**src/rtl/ex_stage.sv**
```systemverilog
// ex_stage: execute stage with ALU, HI/LO, single-cycle multiplier and 32-step restoring divider.
module ex_stage #(
    parameter int DIV_CYCLES = 32
) (
    input  logic        clk,
    input  logic        rst,
    input  logic [7:0]  aluop_i,
    input  logic [31:0] rs_data_i,
    input  logic [31:0] rt_data_i,
    input  logic [4:0]  w_reg_addr_i,
    input  logic        wd_i,
    output logic [4:0]  w_reg_addr_o,
    output logic        wd_o,
    output logic [31:0] w_data_o,
    output logic        stall_req
);
    localparam logic [7:0] OP_ADDU = 8'h01, OP_SUBU = 8'h02, OP_AND = 8'h03, OP_OR = 8'h04,
                           OP_XOR = 8'h05, OP_NOR = 8'h06, OP_SLT = 8'h07, OP_SLTU = 8'h08,
                           OP_SLL = 8'h09, OP_SRL = 8'h0A, OP_SRA = 8'h0B, OP_DIV = 8'h20,
                           OP_DIVU = 8'h21, OP_MFHI = 8'h22, OP_MFLO = 8'h23, OP_MULT = 8'h24,
                           OP_MULTU = 8'h25;

    typedef enum logic [1:0] {IDLE, BUSY, DONE} state_t;

    state_t      state;
    logic [31:0] hi, lo, dvd, dsr, rem, res, sra;
    logic [5:0]  cnt;
    logic        q_neg, r_neg, is_div, is_sdiv, is_mul, sgn_mul, stall;
    logic [63:0] prod;
    logic [32:0] trial;

    assign is_div  = aluop_i == OP_DIV || aluop_i == OP_DIVU;
    assign is_sdiv = aluop_i == OP_DIV;
    assign is_mul  = aluop_i == OP_MULT || aluop_i == OP_MULTU;
    assign sgn_mul = aluop_i == OP_MULT;
    // Sign-extending to 64 bits makes the low 64 bits of the product correct for signed operands.
    assign prod    = {{32{sgn_mul & rs_data_i[31]}}, rs_data_i} * {{32{sgn_mul & rt_data_i[31]}}, rt_data_i};
    assign trial   = {rem, dvd[31]} - {1'b0, dsr};
    assign sra     = $unsigned($signed(rt_data_i) >>> rs_data_i[4:0]);
    assign stall   = (state == IDLE && is_div) || state == BUSY;

    always_comb begin
        res = '0;
        case (aluop_i)
            OP_ADDU: res = rs_data_i + rt_data_i;
            OP_SUBU: res = rs_data_i - rt_data_i;
            OP_AND:  res = rs_data_i & rt_data_i;
            OP_OR:   res = rs_data_i | rt_data_i;
            OP_XOR:  res = rs_data_i ^ rt_data_i;
            OP_NOR:  res = ~(rs_data_i | rt_data_i);
            OP_SLT:  res = {31'b0, $signed(rs_data_i) < $signed(rt_data_i)};
            OP_SLTU: res = {31'b0, rs_data_i < rt_data_i};
            OP_SLL:  res = rt_data_i << rs_data_i[4:0];
            OP_SRL:  res = rt_data_i >> rs_data_i[4:0];
            OP_SRA:  res = sra;
            OP_MFHI: res = hi;
            OP_MFLO: res = lo;
            default: res = '0;
        endcase
    end

    always_ff @(posedge clk) begin
        if (rst) begin
            state <= IDLE;
            hi    <= '0;
            lo    <= '0;
            dvd   <= '0;
            dsr   <= '0;
            rem   <= '0;
            cnt   <= '0;
            q_neg <= 1'b0;
            r_neg <= 1'b0;
        end else begin
            case (state)
                IDLE: begin
                    if (is_div && rt_data_i != '0) begin
                        dvd   <= (is_sdiv && rs_data_i[31]) ? -rs_data_i : rs_data_i;
                        dsr   <= (is_sdiv && rt_data_i[31]) ? -rt_data_i : rt_data_i;
                        rem   <= '0;
                        cnt   <= '0;
                        q_neg <= is_sdiv && (rs_data_i[31] ^ rt_data_i[31]);
                        r_neg <= is_sdiv && rs_data_i[31];
                        state <= BUSY;
                    end else if (is_div) begin
                        dvd   <= '1;
                        rem   <= rs_data_i;
                        q_neg <= 1'b0;
                        r_neg <= 1'b0;
                        state <= DONE;
                    end else if (is_mul) begin
                        {hi, lo} <= prod;
                    end
                end
                BUSY: begin
                    rem   <= trial[32] ? {rem[30:0], dvd[31]} : trial[31:0];
                    dvd   <= {dvd[30:0], ~trial[32]};
                    cnt   <= cnt + 6'd1;
                    state <= (cnt == 6'(DIV_CYCLES - 1)) ? DONE : BUSY;
                end
                DONE: begin
                    lo    <= q_neg ? -dvd : dvd;
                    hi    <= r_neg ? -rem : rem;
                    state <= IDLE;
                end
                default: state <= IDLE;
            endcase
        end
    end

    assign w_data_o     = rst ? '0 : res;
    assign w_reg_addr_o = rst ? '0 : w_reg_addr_i;
    assign wd_o         = rst ? 1'b0 : wd_i & ~stall;
    assign stall_req    = rst ? 1'b0 : stall;
endmodule

```
**config.mk**
```make
export PLATFORM = sky130hd
export DESIGN_NAME = ex_stage
export DESIGN_NICKNAME = d
export VERILOG_FILES = /design/src/rtl/ex_stage.sv
export SDC_FILE = /design/constraint.sdc
export NUM_CORES = 2
export LEC_CHECK = 0
export CAP_MARGIN = 20
export CORE_ASPECT_RATIO = 0.75
export CORE_MARGIN = 5
export CORE_UTILIZATION = 45
export DETAILED_ROUTE_END_ITERATION = 6
export PLACE_DENSITY = 0.68
export SYNTH_ARGS = -nofsm -noshare
export SYNTH_HDL_FRONTEND = slang
export SYNTH_SLANG_ARGS = --single-unit
```
**constraint.sdc**
```tcl
create_clock -name clk -period 27.1 [get_ports clk]
set_clock_uncertainty 0.2 [all_clocks]
set_input_delay 2.71 -clock clk [delete_from_list [all_inputs] [get_ports clk]]
set_output_delay 2.71 -clock clk [all_outputs]
set_load 0.1 [all_outputs]
```
**After elaboration in Yosys (flattened, before gate mapping)**

Index checks and enable logic that the tools add are counted.

- Add/sub/neg operators: 8
- Multipliers: 1
- Order comparisons: 2
- Equality and inequality tests: 25
- Shift-type cells: 3
- Multiplexer cells: 33
- Bitwise logic cells: 10
- Reduce and logical (&&, ||, !) cells: 18

Operators by type and width:

| operator | number |
|---|---|
| 32-bit 2-to-1 mux | 16 |
| 32-bit one-hot mux with 13 select lines | 1 |
| 32-bit one-hot mux with 2 select lines | 4 |
| 32-bit negation | 4 |
| 32-bit less-than comparator | 2 |
| 33-bit by 33-bit multiplier with 64-bit output | 1 |
| 8-bit by 6-bit equality test with 1-bit output, second input constant | 6 |
| 33-bit by 32-bit subtractor with 33-bit output | 1 |
| 32-bit adder | 1 |
| 32-bit bitwise AND | 1 |
| 8-bit by 3-bit equality test with 1-bit output, second input constant | 4 |
| 8-bit by 4-bit equality test with 1-bit output, second input constant | 4 |
| 32-bit NOT | 1 |
| 32-bit bitwise OR | 1 |
| 32-bit nonzero test | 1 |
| 32-bit by 5-bit left shift with 32-bit output | 1 |
| 32-bit by 5-bit right shift with 32-bit output | 1 |
| 32-bit by 5-bit >>> shifter with 32-bit output | 1 |
| 32-bit subtractor | 1 |
| 32-bit XOR | 1 |
| 8-bit by 2-bit equality test with 1-bit output, second input constant | 2 |
| 6-bit one-hot mux with 2 select lines | 1 |
| 8-bit by 1-bit equality test with 1-bit output, second input constant | 1 |
| 2-bit AND reduction | 4 |
| other kinds (20) | 39 |

- Register bits: 170
- Input bits: 80
- Output and inout port bits: 39
- Word-level logic and storage cells: 109

**Longest topological paths before layout**

- Depth after elaboration: 7
- Depth in mapped cells: 34
- Depth with buffers taken out: 32

**Least setup slack after synthesis**

No wires, ideal clock.

- Kind: input port to flip-flop
- Start point: in aluop_i[7]
- End point: reg hi[30]
- Library setup time: 120 ps
- Data arrival time: 11188 ps
- Required time: 26780 ps
- Setup slack: 15592 ps
- Cell stages on the path: 31
- Buffers on the path: 1
- Path through: nor4b_1 -> and3_1 -> and2_1 -> clkbuf_1 -> nand2_1 -> inv_1 -> fa_1 -> inv_1 -> fa_1 -> inv_1 -> fa_1 -> fa_1 -> inv_1 -> fa_1 -> inv_1 -> fa_1 -> inv_1 -> fa_1 -> fa_1 -> inv_1 -> ha_1 -> and3_1 -> and4_1 -> nand3_1 -> o31a_1 -> a31oi_1 -> a211oi_1 -> o21ai_0 -> a21oi_1 -> and4b_1 -> o31a_1

- Cells in the longest elaborated chain, start to end: 7
- Elaborated cells on any way between the ends: 18
- Classes of those cells: mul (1); eq/ne (7); mux (4); bitwise (2); reduce/logical (4)

Ends and longest elaborated chain:

| item | RTL line | source |
|---|---|---|
| start: declaration | 7 | `input logic [7:0] aluop_i,` |
| 8-bit by 6-bit equality test with 1-bit output | 34, 35 |  |
| 1-bit bitwise AND | 37 | `assign prod = {{32{sgn_mul & rs_data_i[31]}}, rs_data_i} * {{32{sgn_mul & rt_data_i[31]}}, rt_data_i};` |
| 33-bit by 33-bit multiplier with 64-bit output | 37 |  |
| 32-bit 2-to-1 mux | 90 | `end else if (is_mul) begin` |
| 32-bit 2-to-1 mux | 84 | `end else if (is_div) begin` |
| 32-bit 2-to-1 mux | 76 | `if (is_div && rt_data_i != '0) begin` |
| 32-bit one-hot mux with 2 select lines | 74 | `case (state)` |
| end signal: assignment | 91 | `{hi, lo} <= prod;` |
| end signal: assignment | 102 | `hi <= r_neg ? -rem : rem;` |
| end: declaration | 26 | `logic [31:0] hi, lo, dvd, dsr, rem, res, sra;` |

Parallel ways exist; a longest one is shown, timed or not. The select of a mux whose other input is x is not followed.
A chain may end at the register's enable or synchronous reset.

**Worst setup path after layout**

- Start point: in aluop_i[5]
- End point: reg hi[30]

Same word-level chain as after synthesis.

==> impl_metrics.toml <==
[status]
outcome = "finished, violations left"
violations = "design-rule violations, max-slew violations"

[sta]
worstMarginPinSlew_ns = 1.57
setup_viol = 0
finalCriticalPeriod_ns = 13.48
period_share_pct = 49.7
timing.fmax_ghz = 0.0742
slew_violations = 2
max_slew_margin_pct = -4.93
grt_setup_unrepaired = "false"
fin_tns_setup_ns = 0
finalHoldViolations = 0

[die]
dieHeight_um = 318
fp.dieArea_sq_um = 134000
die_w_um = 421
pin_count = 119
initial_core_util_pct = 45.1
rows = 113
core-area_sq_um = 126000

[clock_network]
cts_setup_buffers = 0
clock_latency_ns = 0.47
cts-resized-gates = 0
root_buffer = "clkbuf_16"
cts_num_sinks = 170
ctsHoldBuffers = 0
tritoncts = "done"
clkTransAtPathRegs_ns = 0.08
cts_htree_levels = 4
cts_buffers = 17
cts_buffer_depth = 2

[final_layout]
area.growth.synth_to_final_pct = 5.57
drive_above_1_share_pct = 4.89
fillers = 12403
multi_input_area_sq_um = 47000
nets = 8415
regArea_sq_um = 3400

[setup_path]
end_kind = "register"
crit_type = "primary input to register"
critical_path_required_ns = 27.26
cp-start-kind = "primary input"
arrival_ns = 13.63
cp_max_fo = 21

[placement]
globalplace.congestion = 1.05
port_buffers = 118
dp_hpwl_um = 192000

[routing]
remaining_drc_errors = 1
wl_per_cell_um = 29.7
drt_pass1_iterations = 7
vias = 52988
via_per_inst = 6.20
postRouteAntennaNets = 0
drtIter0Drc = 7203
wirelength_um = 254000

[global_routing]
grt_max_degree = 83
grt_pass1_wl_um = 368000
busiest_layer = "met2"
grt_pass1_vias = 52461
met3_usage_pct = 14.1
use_met2_pct = 52.5
met1_usage_pct = 50.9
grt.total_usage_pct = 37.4
antenna_found_initial = 16
grt.overflow.total = 0

[synth]
syn_area_sq_um = 57000
ys_types = 80
synth_compound_area_share_pct = 13.9
synth_commonest_cells = "1294 x inv_1, 1128 x fa_1, 986 x nand2_1, 688 x nor2_1, 375 x a21oi_1"
syn_area_per_cell_sq_um = 8.11
yosysMostFrequentCell = "inv_1"
ys.flop_type = "dfxtp_1"
synth-seq-cells = 170
syn_nets = 8585
synth.largest_area_cell = "fa_1"
synth-xor-area-share_pct = 3.47
synth_edf_count = 0
synth_mux_area_share_pct = 2.87
synth_top_area_share_pct = 39.6
netlist_top_cells_area = "fa_1 40%, inv_1 8.5%, ha_1 7.6%"
synth_fa_ha_area_share_pct = 47.2
synthCells = 7032
synth_top_family_by_area = "adder cells"
synth_warnings = 0
synth_simple_gate_area_share_pct = 14.9
ys_async_sr_fraction_pct = 0
yosysSeqAreaShare_pct = 5.97

[worst_hold_path]
hp-class = "register to register"

[job]
maxCapViolCount = 0
-- metrics by stage --
step / worst slack (ns) / instance area (sq um) / hold WS, ns / std cells / util, %
after floorplan: 15.59 / 57000 / 0.232 / 7032 / -
after global placement: 13.54 / 59500 / 0.243 / 8506 / 47.1
after detailed placement: 13.33 / 59500 / 0.250 / 8507 / 47.2
after CTS: 13.75 / 60100 / 0.262 / 8539 / 47.6
after global routing: 13.18 / 60200 / 0.278 / 8543 / 47.7
final: 13.62 / 60200 / 0.264 / 8549 / 47.7
-- critical path: stages --
cell and delay [ns]:
clkdlybuf4s50_1 0.51, nor4b_1 0.62, and3_1 0.27, buf_4 0.34, and2_1 0.79, nand2_1 0.21
inv_1 0.18, fa_1 0.50, fa_1 0.64, fa_1 0.55, inv_1 0.47, fa_1 0.53
fa_1 0.50, fa_1 0.57, fa_1 0.42, fa_1 0.51, inv_1 0.04, ha_1 0.39
nand4_1 0.24, nor4_1 0.74, nand3_1 0.15, o31a_1 0.33, a31oi_1 0.33, a211oi_1 0.17
o21ai_0 0.29, a21oi_1 0.15, and4b_1 0.22, o31a_1 0.23
-- flip-flops by register name, indices dropped and copies added, names as in the netlist --
signal and count:
cnt 6, dsr 32, dvd 32, hi 32, lo 32, q_neg 1, r_neg 1, rem 32
state 2
-- path summary, 6_finish.rpt --
check | startpoint | end | slack [ns] | cells past startpoint
worst max register to register | dvd[31]$_SDFFE_PP0P_ | rem[6]$_SDFFE_PP0P_ | 22.01 | 16
worst min register to register | dsr[31]$_SDFFE_PP0P_ | dsr[31]$_SDFFE_PP0P_ | 0.26 | 2
worst min-delay path | dsr[31]$_SDFFE_PP0P_ | dsr[31]$_SDFFE_PP0P_ | 0.26 | 2
worst max-delay path | aluop_i[5] | hi[30]$_SDFFE_PP0P_ | 13.62 | 28
-- routing by layer --
| layer | wire (um) | part of all wire, % |
|---|---|---|
| met1 | 99100 | 39 |
| met2 | 101000 | 40 |
| met3 | 37500 | 15 |
| met4 | 15800 | 6.2 |
| met5 | 72 | 0.028 |
-- cell usage in the layout, fill, tap and decap left out, types with 36 or more instances in the layout --
master	Yosys	routed
buf_2	1	39
a221oi_1	64	64
inv_1	1294	1291
xor2_1	66	66
a21oi_1	375	375
mux2i_1	69	69
ha_1	345	345
clkdlybuf4s50_1	0	74
o211ai_1	42	42
nor2_1	688	680
nand2_1	986	984
o21ai_0	245	245
a211oi_1	81	81
dfxtp_1	170	170
o31ai_1	42	42
nor3_1	96	93
nand3_1	64	64
and3_1	36	36
xnor2_1	160	159
fa_1	1128	1128
a21o_1	62	62
buf_4	0	152
-- cell families (layout without fill, tap and decap cells) --
logic type	Yosys count	count (layout)
AND/OR/NAND/NOR	2046	2046
XOR/XNOR	226	226
adder cells (fa/ha/maj)	1473	1473
flip-flops	170	170
buffers and inverters	1773	1616
multiplexers	122	122
other	0	7
AO/OA/AOI/OAI	1222	1222
-- layout make-up --
cell class	count	area share, %
sequential	170	5.66
tap	1667	3.47
antenna	7	0.0291
multi-input combinational	5089	78.1
timing repair buffer	269	3.56
clock buffer	17	0.707
inverter	1315	8.20
clock inverter	15	0.254
Power is not shown: default switching activity piles up to over one toggle a cycle in this logic, so the estimate is an artifact.
